**src/rtl/predictor_pkg.sv**
```systemverilog
// Shared defaults and counter helpers for branch predictors.
// Exports default widths and the saturating next-value function.
package predictor_pkg;

    localparam int PC_W_DEF   = 8;
    localparam int IDX_W_DEF  = 4;
    localparam int HIST_W_DEF = 4;
    localparam int CTR_W_DEF  = 2;
    localparam int STAT_W_DEF = 16;
    localparam int CTR_W_MAX  = 4;

    // Next value of a width-bit saturating counter held in the low bits
    // of ctr; clamps at 0 and at 2**width-1 instead of wrapping.
    function automatic logic [CTR_W_MAX-1:0] sat_next(
        input logic [CTR_W_MAX-1:0] ctr,
        input logic                 up,
        input int unsigned          width
    );
        logic [CTR_W_MAX-1:0] top;
        top = CTR_W_MAX'((32'd1 << width) - 32'd1);
        if (up) begin
            return (ctr >= top) ? ctr : ctr + CTR_W_MAX'(1);
        end
        return (ctr == '0) ? ctr : ctr - CTR_W_MAX'(1);
    endfunction

endpackage

```
**src/rtl/sat_ctr_table.sv**
```systemverilog
// Table of saturating direction counters: async read, trained write.
// Ports: clk, rst_n, rd_idx -> rd_ctr, wr_en/wr_idx/wr_up train one entry.
module sat_ctr_table
    import predictor_pkg::*;
#(
    parameter int             IDX_W    = IDX_W_DEF,
    parameter int             CTR_W    = CTR_W_DEF,
    parameter logic [CTR_W-1:0] CTR_INIT = '1
) (
    input  logic             clk,
    input  logic             rst_n,
    input  logic [IDX_W-1:0] rd_idx,
    output logic [CTR_W-1:0] rd_ctr,
    input  logic             wr_en,
    input  logic [IDX_W-1:0] wr_idx,
    input  logic             wr_up
);

    localparam int N = 2 ** IDX_W;

    logic [CTR_W-1:0] ctr_q [N];
    logic [CTR_W-1:0] wr_next;

    // Read is combinational from current state, so a same-cycle write
    // is seen only from the next cycle on.
    assign rd_ctr = ctr_q[rd_idx];

    assign wr_next = CTR_W'(sat_next(CTR_W_MAX'(ctr_q[wr_idx]), wr_up, CTR_W));

    always_ff @(posedge clk or negedge rst_n) begin
        if (!rst_n) begin
            for (int i = 0; i < N; i++) begin
                ctr_q[i] <= CTR_INIT;
            end
        end else if (wr_en) begin
            ctr_q[wr_idx] <= wr_next;
        end
    end

endmodule

```
**src/rtl/gshare_predictor.sv**
```systemverilog
// Gshare direction predictor: pc XOR global history indexes a counter table.
// Ports: req_* -> pred_* one cycle later, upd_* trains, stat_* counts updates.
module gshare_predictor
    import predictor_pkg::*;
#(
    parameter int               PC_W     = PC_W_DEF,
    parameter int               IDX_W    = IDX_W_DEF,
    parameter int               HIST_W   = HIST_W_DEF,
    parameter int               CTR_W    = CTR_W_DEF,
    parameter logic [CTR_W-1:0] CTR_INIT = '1,
    parameter int               STAT_W   = STAT_W_DEF
) (
    input  logic              clk,
    input  logic              rst_n,
    input  logic              req_valid,
    input  logic [PC_W-1:0]   req_pc,
    output logic              pred_valid,
    output logic              pred_taken,
    output logic [IDX_W-1:0]  pred_idx,
    input  logic              upd_valid,
    input  logic [IDX_W-1:0]  upd_idx,
    input  logic              upd_taken,
    input  logic              upd_pred,
    output logic [STAT_W-1:0] stat_upd,
    output logic [STAT_W-1:0] stat_miss
);

    if (HIST_W < 0 || HIST_W > IDX_W || CTR_W < 2 || CTR_W > CTR_W_MAX
        || PC_W < IDX_W || STAT_W < 1) begin : g_bad_params
        $error("gshare_predictor: illegal parameter combination");
    end

    logic [IDX_W-1:0] hist_ext;
    logic [IDX_W-1:0] idx;
    logic [CTR_W-1:0] rd_ctr;
    logic             unused_ok;

    // Upper pc bits do not take part in indexing.
    assign unused_ok = ^req_pc;

    if (HIST_W == 0) begin : g_bimodal
        assign hist_ext = '0;
    end else begin : g_hist
        logic [HIST_W-1:0] ghr;

        // Non-speculative: history only moves on resolved updates.
        always_ff @(posedge clk or negedge rst_n) begin
            if (!rst_n) begin
                ghr <= '0;
            end else if (upd_valid) begin
                ghr <= HIST_W'({ghr, upd_taken});
            end
        end

        assign hist_ext = IDX_W'(ghr);
    end

    assign idx = req_pc[IDX_W-1:0] ^ hist_ext;

    sat_ctr_table #(
        .IDX_W    (IDX_W),
        .CTR_W    (CTR_W),
        .CTR_INIT (CTR_INIT)
    ) u_table (
        .clk    (clk),
        .rst_n  (rst_n),
        .rd_idx (idx),
        .rd_ctr (rd_ctr),
        .wr_en  (upd_valid),
        .wr_idx (upd_idx),
        .wr_up  (upd_taken)
    );

    always_ff @(posedge clk or negedge rst_n) begin
        if (!rst_n) begin
            pred_valid <= 1'b0;
            pred_taken <= 1'b0;
            pred_idx   <= '0;
        end else begin
            pred_valid <= req_valid;
            if (req_valid) begin
                pred_taken <= rd_ctr[CTR_W-1];
                pred_idx   <= idx;
            end
        end
    end

    always_ff @(posedge clk or negedge rst_n) begin
        if (!rst_n) begin
            stat_upd  <= '0;
            stat_miss <= '0;
        end else if (upd_valid) begin
            if (stat_upd != '1) begin
                stat_upd <= stat_upd + STAT_W'(1);
            end
            if (upd_pred != upd_taken && stat_miss != '1) begin
                stat_miss <= stat_miss + STAT_W'(1);
            end
        end
    end

endmodule

```
**config.mk**
```make
export PLATFORM = sky130hd
export DESIGN_NAME = gshare_predictor
export DESIGN_NICKNAME = d
export VERILOG_FILES = /design/src/rtl/predictor_pkg.sv /design/src/rtl/sat_ctr_table.sv /design/src/rtl/gshare_predictor.sv
export SDC_FILE = /design/constraint.sdc
export NUM_CORES = 1
export LEC_CHECK = 0
export CORE_UTILIZATION = 37
export DETAILED_ROUTE_END_ITERATION = 7
export DONT_BUFFER_PORTS = 1
export MAX_ROUTING_LAYER = met4
export PLACE_DENSITY = 0.49
export SKIP_CTS_REPAIR_TIMING = 1
export SLEW_MARGIN = 5
export SYNTH_ARGS = -nofsm -noshare
export SYNTH_HDL_FRONTEND = slang
export SYNTH_HIERARCHICAL = 1
export SYNTH_SLANG_ARGS = --single-unit
```
**constraint.sdc**
```tcl
create_clock -name clk -period 4.7 [get_ports clk]
set_input_delay 0.705 -clock clk [delete_from_list [all_inputs] [get_ports clk]]
set_output_delay 0.705 -clock clk [all_outputs]
set_load 0.005 [all_outputs]
```
# --- Word-level counts from Yosys, hierarchy flattened ---
# Cells that the tools add are included.
word_totals:
  ff_bits: 74
  in_bits: 18
  output_inout_bits: 38
  elab_cells: 55
classes:
  addsub: 4
  magnitude_cmp: 4
  n_eq_ne: 3
  n_mux: 14
  bitwise: 3
  reduce_logical: 5
op_table:
  columns: ["operator", "n"]
  rows:
  - ["16-bit by 1-bit adder with 16-bit output (second input constant)", 2]
  - ["32-bit bitwise mux", 1]
  - ["16-bit != test (second input constant)", 2]
  - ["2-bit 2-to-1 mux", 9]
  - ["2-bit binary-select mux with 4-bit select", 2]
  - ["5-bit >= comparator (second input constant)", 2]
  - ["4-bit NOT with 5-bit output", 2]
  - ["2-bit demux with 4-bit select", 1]
  - ["5-bit by 1-bit < comparator with 1-bit output (second input constant)", 1]
  - ["2-bit AND reduction", 2]
  - ["4-bit XOR", 1]
  - ["2-bit by 1-bit adder with 2-bit output (second input constant)", 1]
  - ["2-bit >= comparator (second input constant)", 1]
  - ["1-bit logical AND", 2]
  - ["2-bit logical NOT", 1]
  - ["2-bit by 1-bit subtractor with 2-bit output (second input constant)", 1]
  - ["1-bit 2-to-1 mux", 1]
  - ["1-bit != test", 1]

# --- Depth between registers and ports, before layout ---
# Gate-level depths: netlist of the first run.
logic_depth:
  ltp_word: 9
  ltp_mapped: 7
  depth_no_buf: 5

# --- Cells and area by module ---
# The synthesis of the first run kept the hierarchy.
by_module_without_submodules:
  columns: ["module", "instances", "cells_per_inst", "area_per_inst_um2", "seq_area_each_um2"]
  rows:
  - ["gshare_predictor", 1, 178, 2025.7, 1051.0]
  - ["sat_ctr_table", 1, 148, 1954.4, 840.8]

# --- Least setup slack after synthesis of the first run ---
# OpenSTA, ideal clock, no wires.
synth_path:
  path_kind: "input port to flip-flop"
  startpoint: "input req_pc[0]"
  endpoint: "register pred_taken"
  setup_time_ps: 125
  t_arrival_ps: 2567
  required_time_ps: 4575
  path_slack_ps: 2009
  cell_stages: 5
  path_buffers: 1
  path_cell_list: "xor2_1 -> clkbuf_1 -> mux4_2 -> mux4_2 -> mux2_2"
synth_via:
  elab_chain_len: 5
synth_lines:
  columns: ["item", "line", "rtl"]
  rows:
  - ["from (decl)", "gshare_predictor.sv:16", "input logic [PC_W-1:0] req_pc,"]
  - ["4-bit XOR", "gshare_predictor.sv:58", "assign idx = req_pc[IDX_W-1:0] ^ hist_ext;"]
  - ["4-bit NOT with 5-bit output (not written as such)", "sat_ctr_table.sv:26", "assign rd_ctr = ctr_q[rd_idx];"]
  - ["2-bit binary-select mux with 4-bit select", "sat_ctr_table.sv:26", null]
  - ["2-bit 2-to-1 mux (not written as such) (2 in series)", "sat_ctr_table.sv:26", null]
  - ["named net rd_ctr[1]", "gshare_predictor.sv:35", "logic [CTR_W-1:0] rd_ctr;"]
  - ["to (signal assigned)", "gshare_predictor.sv:82", "pred_taken <= rd_ctr[CTR_W-1];"]
  - ["to (decl)", "gshare_predictor.sv:18", "output logic pred_taken,"]
# The timed path passes the listed nets, and every way through them passes these cells. The select of a mux whose other input is x is not followed.
# A chain may end at the register's enable or synchronous reset.

# --- Final worst setup path of the first run ---
layout_path:
  startpoint: "register g_hist.ghr[0]"
  endpoint: "register pred_taken"
layout_via:
  elab_chain_len: 5
layout_lines:
  columns: ["item", "line", "rtl"]
  rows:
  - ["from (decl)", "gshare_predictor.sv:44", "logic [HIST_W-1:0] ghr;"]
  - ["from (signal assigned)", "gshare_predictor.sv:51", "ghr <= HIST_W'({ghr, upd_taken});"]
  - ["4-bit XOR", "gshare_predictor.sv:58", null]
  - ["named net idx[0]", "gshare_predictor.sv:34", "logic [IDX_W-1:0] idx;"]
  - ["4-bit NOT with 5-bit output (not written as such)", "sat_ctr_table.sv:26", null]
  - ["2-bit binary-select mux with 4-bit select", "sat_ctr_table.sv:26", null]
  - ["2-bit 2-to-1 mux (not written as such) (2 in series)", "sat_ctr_table.sv:26", null]
  - ["named net rd_ctr[1]", "gshare_predictor.sv:35", null]
# The timed path passes the listed nets, and every way through them passes these cells. The select of a mux whose other input is x is not followed.

==> impl_metrics.json, run 1 <==
{
  "seqPwrFrac": 0.545,
  "p_leak_nw": 1.669,
  "io_buffers": 0,
  "clkPwrFrac": 0.218,
  "dp_slack_ns": 1.923,
  "cp.arrival_ns": 2.74,
  "die_h_um": 104.2,
  "drv_cap": 0,
  "fmax_ghz": 0.3986,
  "via_per_inst": 5.443,
  "outcome": "complete, no violations",
  "die_area_um2": 10860,
  "drtIter0Drc": 188,
  "cts_tree": "done",
  "worstMarginPinSlew_ns": 0.7392,
  "crit_fanout": 5,
  "ios": 56,
  "skew_ns": 0.01021,
  "clk_path_buf_depth": 2,
  "antenna_found_initial": 0,
  "grt_pass1_wl_um": 13860,
  "regArea_um2": 1892,
  "design.core.area_um2": 9955,
  "cts_root_buffer": "clkbuf_8",
  "ir_worst_vdd_uv": 211.2,
  "post-route-period-util": 0.5338,
  "syn_to_final_growth_pct": 6.988,
  "die_width_um": 104.2,
  "power_w": 0.001902,
  "cts_sinks": 74,
  "drtPass1Iterations": 4,
  "num_vias": 2504,
  "final.setup.tns_ns": 0,
  "first_global_vias": 2517,
  "rsz0062_at_grt": "false",
  "synth_nets": 341,
  "max_slew_margin": 0.5056,
  "rows": 36,
  "multi_input_area_um2": 1923,
  "r2r_start": "g_hist.ghr[0]",
  "finalSetupViolCount": 0,
  "drtAntennaViolNets": 0,
  "antenna_cells": 0,
  "fill_cells": 957,
  "worstSetupPathType": "flop to flop",
  "synth_cells": 321,
  "internal_power_w": 0.001343,
  "wire_per_inst_um": 17.68,
  "grt_use_total": 0.1699,
  "p_sw_frac": 0.2940,
  "startpoint_type": "flop",
  "hp-class": "input pin to async pin",
  "drive_above_1_share": 0.2752,
  "avgSynthCellArea_um2": 12.05,
  "synth_warnings": 6,
  "cts_made_buffers": 9,
  "placed_cell_area_um2": 3981,
  "cp.required_ns": 4.93,
  "power_density_nw_per_um2": 459.7,
  "endpoint_kind": "flop",
  "final_area_um2": 4138,
  "grt_max_degree": 75,
  "routed_wl_um": 8133,
  "clock_latency_ns": 0.35,
  "finalHoldViolations": 0,
  "clkTransAtPathRegs_ns": 0.08,
  "drc_errors": 0,
  "power_switching_w": 0.0005593,
  "power_frac_comb": 0.237,
  "grt_overflow": 0,
  "crit_start": "g_hist.ghr[0]",
  "synth_area_um2": 3867,
  "slew_viol_final": 0,
  "cts_max_level": 3,
  "dp_hpwl_um": 5673,
  "layout.nets": 342,
  "place.gp.congestion": 0.7730,
  "initial_utilization": 0.3885,
  "worst_slack_ns": 2.191,
  "timing.final.crit_period_ns": 2.509
}
## routing by layer
metal,GRT usage,vias to the layer above,part of all wire
met1,0.2280,1251,0.49
met4,0.05204,0,0.014
met2,0.2410,58,0.45
met3,0.05890,11,0.049
li1,-,1184,-
met5,-,-,0
## area by class of cell
cell class | instances | area share
clock inverter | 3 | 0.004233
sequential | 74 | 0.4572
multi-input combinational | 237 | 0.4648
clock buffer | 13 | 0.03357
tap | 133 | 0.04022
## critical path, cell delays in order, from the launching register on
cell	delay [ns]
dfrtp_1	0.43
xor2_1	0.62
mux4_2	0.60
mux4_2	0.47
mux2_2	0.27
## flip-flops by register name (all words and copies together) (netlist names)
| name | flops |
|---|---|
| stat_upd | 16 |
| pred_idx | 4 |
| pred_taken | 1 |
| g_hist.ghr | 4 |
| stat_miss | 16 |
| pred_valid | 1 |
| u_table/ctr_q | 32 |
## power groups by stage
stage / clock network [W] / registers (W) / logic (W)
2_1_floorplan: 0 / 0.000995 / 0.000403
3_3_place_gp: 0 / 0.00105 / 0.000445
3_5_place_dp: 0 / 0.00105 / 0.000452
4_1_cts: 0.000441 / 0.00104 / 0.000455
5_1_grt: 0.000461 / 0.00107 / 0.000502
6_report: 0.000415 / 0.00104 / 0.000450
## path summary, 6_finish.rpt
check                                          to  cells past startpoint  slack (ns)
min in group clk                       pred_valid                      0        0.39
worst min register to register  u_table/ctr_q[22]                      2        0.48
worst max register to register         pred_taken                      4        2.19
worst min-delay path                 stat_miss[6]                      0        0.05
worst max-delay path                   pred_taken                      4        2.19
max in group asynchronous       u_table/ctr_q[16]                      0        4.45
## placed cells by master (no fill, tap or decap), drive strengths merged, types with 8 or more instances in the layout
cell type  count
dfrtp         42
nand2         37
mux2          34
dfstp         32
nor2          22
nand3         16
xor2          15
xnor2         15
clkbuf        13
mux4          13
a21oi          9
nor3           8
## metrics by stage
| step | hold slack, ns | utilization | std cells |
|---|---|---|---|
| after floorplan | 0.4094 | - | 321 |
| after global placement | 0.4123 | 0.4000 | 444 |
| after detailed placement | 0.4127 | 0.4000 | 444 |
| after CTS | 0.01769 | 0.4157 | 460 |
| after global routing | 0.01304 | 0.4157 | 460 |
| final | 0.04761 | 0.4157 | 460 |
No activity file was read; power rests on OpenSTA's default activity.
==> run 2: changes to the inputs <==
==> constraint.sdc (replaced) <==
create_clock -name clk -period 2.5 [get_ports clk]
set_input_delay 0.375 -clock clk [delete_from_list [all_inputs] [get_ports clk]]
set_output_delay 0.375 -clock clk [all_outputs]
set_load 0.005 [all_outputs]
==> run 2 against run 1 <==
  * Hold slack improved by 0.012 ns
  * First-iteration DRC count decreased by 46%
  * Die area unchanged
  * Sequential power increased by 88%
  * Design area up 3.0%
  * Critical endpoint is now u_table/ctr_q[31]
  * Critical path depth rose by 1
  * Non-clock buffer count grew 4
  * Via count down 0.24%
  * Largest power group unchanged
  * Global-route usage down 0.75 points
  * Highest routed layer unchanged
  * Final cell count up 0.87%
==> impl_metrics.json, run 2 (synthesized netlist as in run 1, its figures left out) <==
{
  "antenna_found_initial": 0,
  "holdPathEnd": "pred_valid",
  "mostFrequentLayoutCells": "42 x dfrtp_1, 37 x nand2_1, 32 x dfstp_2",
  "drive_above_1_share": 0.2870,
  "ios": 56,
  "antenna_cells": 0,
  "hp-class": "input pin to flop",
  "via_per_inst": 5.384,
  "layout.nets": 346,
  "grt_overflow": 0,
  "drtAntennaViolNets": 0,
  "worstMarginPinSlew_ns": 0.5094,
  "endpoint_kind": "flop",
  "drtPass1Iterations": 4,
  "io_buffers": 0,
  "crit_fanout": 8,
  "post-route-period-util": 0.8734,
  "worst_slack_ns": 0.3165,
  "drc_errors": 0,
  "cts_tree": "done",
  "num_vias": 2498,
  "r2r_start": "u_table/ctr_q[28]",
  "top_register": "u_table/ctr_q",
  "top_regs": "u_table/ctr_q x32, stat_miss x16, stat_upd x16",
  "dp_slack_ns": 0.2558,
  "place.gp.congestion": 0.7772,
  "cp.required_ns": 2.77,
  "holdCritStartpoint": "req_valid",
  "ir_worst_vdd_uv": 284.6,
  "slew_viol_final": 0,
  "die_area_um2": 10860,
  "outcome": "complete, no violations",
  "grt_pass1_wl_um": 13540,
  "routed_wl_um": 8021,
  "cts_root_buffer": "clkbuf_8",
  "clkTransAtPathRegs_ns": 0.08,
  "rsz0062_at_grt": "false",
  "p_leak_nw": 1.732,
  "startpoint_type": "flop",
  "worstSetupPathType": "flop to flop",
  "grt_max_degree": 75,
  "largest_reg_flops": 32,
  "cts_max_level": 3,
  "fmax_ghz": 0.4580,
  "rows": 36,
  "skew_ns": 0.008921,
  "design.core.area_um2": 9955,
  "cp.arrival_ns": 2.45,
  "cts_sinks": 74,
  "power_density_nw_per_um2": 909.4,
  "placed_cell_area_um2": 3996,
  "final_area_um2": 4262,
  "finalSetupViolCount": 0,
  "cts_made_buffers": 9,
  "die_h_um": 104.2,
  "timing.hold.ws_ns": 0.05966,
  "r2r-end": "u_table/ctr_q[31]",
  "die_width_um": 104.2,
  "place.detailed.instances": 446,
  "timing.final.crit_period_ns": 2.183,
  "initial_utilization": 0.3885,
  "worstRegToRegCells": 5,
  "worst_hold_path.num_cells": 0,
  "drv_cap": 0,
  "dp_hpwl_um": 5671,
  "drtIter0Drc": 101,
  "clk_path_buf_depth": 2,
  "clock_latency_ns": 0.34,
  "grt_use_total": 0.1624,
  "finalHoldViolations": 0,
  "wire_per_inst_um": 17.29,
  "max_slew_margin": 0.6579,
  "regToRegSetupSlack_ns": 0.32,
  "layoutNonFillerInstCount": 464,
  "first_global_vias": 2507,
  "syn_to_final_growth_pct": 10.19,
  "mostFrequentLayoutCell": "dfrtp_1",
  "final.setup.tns_ns": 0
}
==> run 2: cell types whose count changed in the layout (fill, tap and decap cells not counted) <==
| cell | before | now |
|---|---|---|
| buf_4 | 0 | 2 |
| clkinvlp_4 | 1 | 0 |
| clkinv_2 | 2 | 0 |
| clkbuf_8 | 9 | 11 |
| buf_16 | 0 | 1 |
| clkinv_1 | 0 | 1 |
| clkbuf_1 | 4 | 1 |
| inv_6 | 0 | 1 |
| dlygate4sd3_1 | 0 | 1 |
| bufinv_16 | 0 | 2 |
==> run 2: cell type report <==
class | instances | area (um^2)
multi-input cells | 237 | 1923
flip-flops and latches | 74 | 1892
well taps | 133 | 166.4
repair buffers | 4 | 52.55
fillers | 961 | 5693
clock inverters | 4 | 72.57
clock buffers | 12 | 155.1
==> run 2: report_power, final <==
group	switching [W]	internal, W
Combinational	0.000354	0.000524
Clock	0.000432	0.000618
Sequential	0.000293	0.00165
Total	0.00108	0.00280
==> run 2: layer usage <==
layer | vias to the layer above | routed length [um] | track usage
li1 | 1189 | - | -
met1 | 1257 | 4064 | 0.2240
met2 | 42 | 3588 | 0.2348
met3 | 10 | 268 | 0.04135
met4 | 0 | 100 | 0.04898
met5 | - | 0 | -
==> run 2: how the worst max path moves through the flow <==
stage / slack, ns / from / cells past startpoint / end
2_1_floorplan: 0.24 / upd_idx[0] / 7 / u_table/ctr_q[31]
3_3_place_gp: 0.27 / upd_idx[0] / 5 / u_table/ctr_q[31]
3_5_place_dp: 0.26 / upd_idx[0] / 5 / u_table/ctr_q[15]
4_1_cts: 0.32 / u_table/ctr_q[28] / 5 / u_table/ctr_q[31]
5_1_grt: 0.25 / u_table/ctr_q[28] / 5 / u_table/ctr_q[31]
6_report: 0.32 / u_table/ctr_q[28] / 5 / u_table/ctr_q[31]
==> run 2: worst max-delay path, cell delays in order, from the launching register on <==
cell and delay (ns):
dfstp_2 0.37, mux4_1 0.53, mux2_2 0.29, maj3_2 0.31
or2_1 0.32, mux2_2 0.30
==> run 2: stage by stage <==
| step | util | power, W |
|---|---|---|
| after floorplan | - | 0.002629 |
| after global placement | 0.4015 | 0.002809 |
| after detailed placement | 0.4015 | 0.002830 |
| after CTS | 0.4243 | 0.003905 |
| after global routing | 0.4281 | 0.004125 |
| final | 0.4281 | 0.003876 |
